$ cat config.mk
export PLATFORM = sky130hd
export DESIGN_NAME = register_file_sb
export DESIGN_NICKNAME = d
export VERILOG_FILES = /design/src/rtl/regfile_pkg.sv /design/src/rtl/regfile_scoreboard.sv /design/src/rtl/register_file_sb.sv
export SDC_FILE = /design/constraint.sdc
export NUM_CORES = 2
export LEC_CHECK = 0
export CORE_ASPECT_RATIO = 0.8
export CORE_MARGIN = 8
export CORE_UTILIZATION = 65
export DETAILED_ROUTE_END_ITERATION = 6
export PLACE_DENSITY_LB_ADDON = 0.25
export SYNTH_ARGS = -nofsm -noshare
export SYNTH_HDL_FRONTEND = slang
export SYNTH_HIERARCHICAL = 1
export SYNTH_SLANG_ARGS = --single-unit
$ cat constraint.sdc
create_clock -name clk -period 11.4 [get_ports clk]
set_input_delay 2.85 -clock clk [delete_from_list [all_inputs] [get_ports clk]]
set_output_delay 2.85 -clock clk [all_outputs]
set_load 0.01 [all_outputs]
$ cat src/rtl/regfile_pkg.sv
// regfile_pkg: shared default sizes and flattened-bus slicing helper for register_file_sb
package regfile_pkg;
    localparam int DW_DEF = 32;
    localparam int DEPTH_DEF = 32;
    localparam int NREAD_DEF = 2;
    localparam int BUS_W = 256;
    function automatic logic [63:0] bus_slice(input logic [BUS_W-1:0] bus, input int idx, input int w);
        return 64'(bus >> (idx * w));
    endfunction
endpackage

$ cat src/rtl/regfile_scoreboard.sv
// regfile_scoreboard: pending-write vector with claim-over-clear priority and per-port next-state lookup
module regfile_scoreboard
    import regfile_pkg::*;
#(
    parameter int DEPTH = DEPTH_DEF,
    parameter int NREAD = NREAD_DEF,
    parameter int ZERO_REG = 1,
    parameter int AW = $clog2(DEPTH)
) (
    input  logic                  clk,
    input  logic                  reset,
    input  logic                  claim_en,
    input  logic [AW-1:0]         claim_addr,
    input  logic                  wr_en,
    input  logic [AW-1:0]         wr_addr,
    input  logic [NREAD*AW-1:0]   rd_addr,
    output logic [NREAD-1:0]      rd_pend_d
);
    logic [DEPTH-1:0] pend_q, pend_d;
    // next pending vector: a new claim beats a retiring write; a hardwired zero register never waits
    always_comb begin
        pend_d = pend_q;
        for (int r = 0; r < DEPTH; r++)
            pend_d[r] = (claim_en && claim_addr == AW'(r)) ? 1'b1 :
                        (wr_en && wr_addr == AW'(r)) ? 1'b0 : pend_q[r];
        if (ZERO_REG != 0) pend_d[0] = 1'b0;
    end
    // pending vector register
    always_ff @(posedge clk) pend_q <= reset ? '0 : pend_d;
    // each port sees the post-edge state so same-edge writes and claims are reflected
    always_comb begin
        rd_pend_d = '0;
        for (int i = 0; i < NREAD; i++)
            rd_pend_d[i] = pend_d[AW'(bus_slice(BUS_W'(rd_addr), i, AW))];
    end
endmodule

$ cat src/rtl/register_file_sb.sv
// register_file_sb: multi-port register file with write-first bypass and pending-write scoreboard
module register_file_sb
    import regfile_pkg::*;
#(
    parameter int DW = DW_DEF,
    parameter int DEPTH = DEPTH_DEF,
    parameter int NREAD = NREAD_DEF,
    parameter int ZERO_REG = 1,
    parameter int AW = $clog2(DEPTH)
) (
    input  logic                  clk,
    input  logic                  reset,
    input  logic [NREAD*AW-1:0]   rd_addr,
    output logic [NREAD*DW-1:0]   rd_data,
    output logic [NREAD-1:0]      rd_pending,
    input  logic                  wr_en,
    input  logic [AW-1:0]         wr_addr,
    input  logic [DW-1:0]         wr_data,
    input  logic                  claim_en,
    input  logic [AW-1:0]         claim_addr
);
    logic [DW-1:0]       mem_q [DEPTH];
    logic [AW-1:0]       ra [NREAD];
    logic                wr_ok;
    logic [NREAD*DW-1:0] rd_data_d, rd_data_q;
    logic [NREAD-1:0]    rd_pend_d, rd_pend_q;

    assign wr_ok = wr_en && !(ZERO_REG != 0 && wr_addr == '0);

    // unpack the flattened read-address bus
    always_comb begin
        for (int i = 0; i < NREAD; i++)
            ra[i] = AW'(bus_slice(BUS_W'(rd_addr), i, AW));
    end
    // storage write port; reset clears every register
    always_ff @(posedge clk) begin
        if (reset)
            for (int r = 0; r < DEPTH; r++) mem_q[r] <= '0;
        else if (wr_ok)
            mem_q[wr_addr] <= wr_data;
    end
    // read mux per port: hardwired zero, then write-first bypass, then storage
    always_comb begin
        rd_data_d = '0;
        for (int i = 0; i < NREAD; i++)
            rd_data_d[i*DW +: DW] = (ZERO_REG != 0 && ra[i] == '0) ? '0 :
                                    (wr_ok && wr_addr == ra[i]) ? wr_data : mem_q[ra[i]];
    end

    regfile_scoreboard #(
        .DEPTH(DEPTH), .NREAD(NREAD), .ZERO_REG(ZERO_REG), .AW(AW)
    ) u_sb (
        .clk(clk), .reset(reset), .claim_en(claim_en), .claim_addr(claim_addr),
        .wr_en(wr_en), .wr_addr(wr_addr), .rd_addr(rd_addr), .rd_pend_d(rd_pend_d)
    );

    // registered operand outputs
    always_ff @(posedge clk) begin
        rd_data_q <= reset ? '0 : rd_data_d;
        rd_pend_q <= reset ? '0 : rd_pend_d;
    end

    assign rd_data = rd_data_q;
    assign rd_pending = rd_pend_q;
endmodule

# Word-level counts from Yosys, hierarchy flattened
# Memories as Yosys holds them, arrays and structs flattened. A register that Yosys moved wholly into a read port is not among the register bits.
# Cells that the tools add are included.
# totals
ff_bits	33
latch_bits	0
ram_bits	1024
romBits	0
input_bits	56
mem_count	1
# op_classes
add_sub_neg	0
mul	0
n_div	0
order_cmp	2
eq_ne	62
n_shift	0
n_mux	74
n_bitwise	0
reduce_logical	70
# mem_list
memory	depth	word_bits	rd	rd_ports_with_merged_regs	wr	line	rtl
mem_q	32	32	2	2	32	register_file_sb.sv:22	logic [DW-1:0] mem_q [DEPTH];
# ops
operator	n
$eq A5 B5 Y1 const B	32
$eq A5 B4 Y1 const B	16
$mux W1	70
$logic_and A1 B1 Y1	63
$eq A5 B3 Y1 const B	8
$mux W32	1
$reduce_or A32 Y1	1
$eq A5 B2 Y1 const B	4
$logic_not A5 Y1	3
$lt A5 B6 Y1 const B	2
$bmux W1 S5	2
$eq A5 B1 Y1 const B	2
$mux W5	1
$reduce_or A2 Y1	2
$logic_not A1 Y1	1

# Longest topological paths before layout
# logic_depth
ltp_word	8
depth_mapped	9
ltp_nobuf	8

# Cells and area by module
# Netlist, hierarchy kept.
# by_module_without_submodules
module	n_inst	cells_per_inst	area_per_inst_um2	seq_area_each_um2
register_file_sb	1	3857	56579.3	32070.8
regfile_scoreboard	1	259	2010.7	620.6

# Worst setup path before layout
# Ideal clock, no wire load.
# synth_timing
path_kind	input to register
from	input wr_addr[3]
to	memory mem_q[28][0] (netlist name) (enable)
setup_time_ns	0.466
arrival_ns	5.978
t_required_ns	10.934
slack_ns	4.956
stages	6
path_cell_list	buf_2 > or3_1 > buf_4 > nand4bb_1 > buf_2 > o21ai_0
# synth_rtl
item	line	rtl
start: declaration	register_file_sb.sv:17	input logic [AW-1:0] wr_addr,
end: declaration	register_file_sb.sv:22	

==> impl_metrics.yaml <==
die:
  die_w_microns: 352
  io_pins: 122
  die-area_sq_um: 100000
  fp.dieH_microns: 285
  rows: 98
  core_area_sq_um: 89400
  start_util: 0.655
drt:
  via_per_inst: 7.34
  first_pass_iters: 6
  antenna_left: 0
  drt_iter0_markers: 6417
  num_vias: 39200
  wl_microns: 186000
  routedWlPerCell_microns: 34.8
  drc: 0
global_routing:
  busiest_layer: "met2"
  grt_max_degree: 123
  overflow: 0
  grt_use_met3: 0.111
  antenna_found_initial: 14
  grt_use_met1: 0.499
  grt_usage: 0.367
  use_met2: 0.542
  grt_pass1_wl_microns: 268000
  grt_pass1_vias: 39000
critical_path:
  worstSetupStartpointType: "input pin"
  required_ps: 11720
  crit_fanout: 24
  critPathKind: "in -> reg"
  cp_slowest_stage_delay_ps: 960
  reg2reg_to: "rd_data[58]$_SDFF_PP0_"
  endpoint_kind: "register"
  reg2reg_from: "mem_q[3][26]$_SDFFCE_PN0P_"
  worstPathArrival_ps: 6360
  r2r_cells: 5
  reg2reg_slack_ps: 9240
  crit_slowest_cell: "clkdlybuf4s50_1"
  cp_cell_sequence: "clkdlybuf4s50_1 > nand3_2 > o21ai_4 > buf_4"
  cp.buffers_inverters: 2
  cpLargestDelayFamily: "buffers and inverters"
finish:
  nets: 4092
  fin_util: 0.721
  final_cell_mix: "edfxtp_1 (1,024), and2_1 (993), mux4_2 (389)"
  fin_cells: 5336
  layout_commonest_cell: "edfxtp_1"
  area_growth_pct: 9.99
  drive_gt1_frac: 0.182
synthesis:
  synth_edf_count: 1024
  synth_seq_cells: 1121
  yosysTopAreaCell: "edfxtp_1"
  ys_warn_count: 6
  synth_top_area_share: 0.525
  async_reset_ff_frac: 0
  synth_compound_area_frac: 0.0783
  yosys.area_share.adder: 0
  synth_top_family_by_area: "multiplexers"
  synthTopCellsByArea: "edfxtp_1 (52%), mux4_2 (15%), and2_1 (11%), mux2i_1 (4.9%), dfxtp_1 (3.3%)"
  postSynthCellCount: 4116
  synth_area_sq_um: 58600
  synth_flop_cell: "edfxtp_1"
  synth-xor-area-share: 0.00149
  synth.avg_cell_area_sq_um: 14.2
  synth_mux_area_frac: 0.199
  synth-simple-area-share: 0.129
  synthDistinctLibCells: 66
  ys_seq_area_frac: 0.558
cts:
  postCtsHoldBufs: 0
  cts_buffers: 108
  clk_latency_ps: 720
  cts_root_buffer: "clkbuf_16"
  cts.clk_slew.worst_paths_ps: 60
  cts.path.max_buffers: 3
  postCtsSetupRepairBufs: 0
  cts_resized: 0
  htreeDepth: 3
  cts_sinks: 1121
  cts_tree: "done"
sta:
  min_period_ps: 6030
  worst_pin_slew_ps: 1430
  slew_headroom: 0.0417
  report.final.setup_viol: 0
  fin_skew_ps: 34.3
  fin_crit_sh: 0.529
  maxSlewViolCount: 0
  whs_ps: 515
  hold_violations: 0
  final.setup.tns_ps: 0
  rsz0062_at_grt: "false"
  fmax_mhz: 166
placement:
  place_inst: 5126
  gp_congestion: 0.924
  hpwl_microns: 105000
  io_buffers: 121
power_and_ir_drop:
  power_leakage_nw: 22.4
  p_clk_frac: 0.381
  p_per_area_nw_per_um2: 150
  p_int_mw: 7.25
  power.switching_mw: 2.40
  swShare: 0.249
  comb_power_share: 0.117
  seqPwrFrac: 0.502
  irDropWorstVdd_v: 0.000132
worst_hold_path:
  hold_class: "reg -> reg"
  hold-path-cell-count: 2
  whs_endpoint: "u_sb/pend_q[2]$_SDFF_PP0_"
  hp-start: "u_sb/pend_q[2]$_SDFF_PP0_"
run:
  drv_cap: 0
run_status:
  status: "completed"
==> flip-flops by register name (all words and copies together), names as in the netlist <==
signal       cells
mem_q         1024
rd_data         64
rd_pending       2
u_sb/pend_q     31
==> worst max-delay path by stage <==
stage / start / to / slack (ps) / cells after the start
2_1_floorplan: wr_addr[3] / mem_q[28][0]$_SDFFCE_PN0P_ / 4960 / 6
3_3_place_gp: wr_addr[1] / mem_q[27][13]$_SDFFCE_PN0P_ / 4910 / 4
3_5_place_dp: wr_addr[0] / mem_q[27][2]$_SDFFCE_PN0P_ / 4830 / 4
4_1_cts: wr_addr[1] / mem_q[27][2]$_SDFFCE_PN0P_ / 5540 / 4
5_1_grt: wr_addr[3] / mem_q[28][12]$_SDFFCE_PN0P_ / 5310 / 6
6_report: wr_addr[1] / mem_q[23][26]$_SDFFCE_PN0P_ / 5370 / 4
==> stage by stage <==
stage,area [sq um],setup slack [ps],power (mW)
3_5_place_dp,60800,4830,6.02
3_3_place_gp,60800,4910,5.99
5_1_grt,64400,5310,9.86
6_report,64400,5370,9.66
2_1_floorplan,58700,4960,5.60
4_1_cts,64400,5540,9.61
==> cells in the mapped netlist, types with 5 or more instances <==
library cell / count
a211o_1: 32
a211oi_1: 77
a211oi_2: 20
a21oi_1: 75
a221oi_1: 65
a22o_1: 11
a22oi_1: 105
a31oi_1: 5
a32o_1: 20
and2_1: 994
buf_1: 10
buf_2: 67
buf_4: 38
buf_6: 14
clkbuf_1: 300
dfxtp_1: 97
edfxtp_1: 1024
inv_1: 9
mux2i_1: 287
mux4_2: 389
nand2_1: 69
nand2b_1: 11
nand3_1: 16
nand3b_1: 6
nand4_1: 5
nor2_1: 54
nor2b_1: 61
nor3_1: 7
o21a_1: 8
o21ai_0: 56
o21ai_1: 20
o21bai_1: 34
o221ai_1: 33
o22ai_1: 34
xnor2_1: 8
==> area by class of cell <==
class	count	area (sq um)
flip-flops and latches	1121	32700
multi-input cells	2588	24700
diodes	6	15.0
inverters	9	33.8
fillers	5646	24900
repair buffers	208	1930
clock buffers	154	3100
well taps	1200	1500
clock inverters	50	483
==> worst reg2reg max path, stage by stage, from the launching register on <==
cell and delay [ps]:
edfxtp_1 400, mux4_2 470, nor2b_1 140, a211oi_1 650, a211oi_2 130, a211o_1 270
==> power by group through the flow <==
stage | clock, mW | combinational, mW | sequential (mW)
2_1_floorplan | 0 | 0.701 | 4.90
6_report | 3.68 | 1.13 | 4.85
3_5_place_dp | 0 | 1.09 | 4.93
3_3_place_gp | 0 | 1.08 | 4.92
4_1_cts | 3.66 | 1.10 | 4.84
5_1_grt | 3.82 | 1.16 | 4.87
==> logic make-up after synthesis <==
logic type,Yosys count
muxes,678
DFF,1121
and+or+nand+nor,1253
AOI/OAI and AO/OA,615
other,1
xor gates and xnor gates,10
buffers and inverters,438
==> metal layers <==
layer,share of wire,vias up
li1,-,15600
met1,0.35,19300
met2,0.44,3564
met3,0.16,662
met4,0.058,6
met5,0.00021,-
Note: power is estimated with default switching activity, not from simulation.
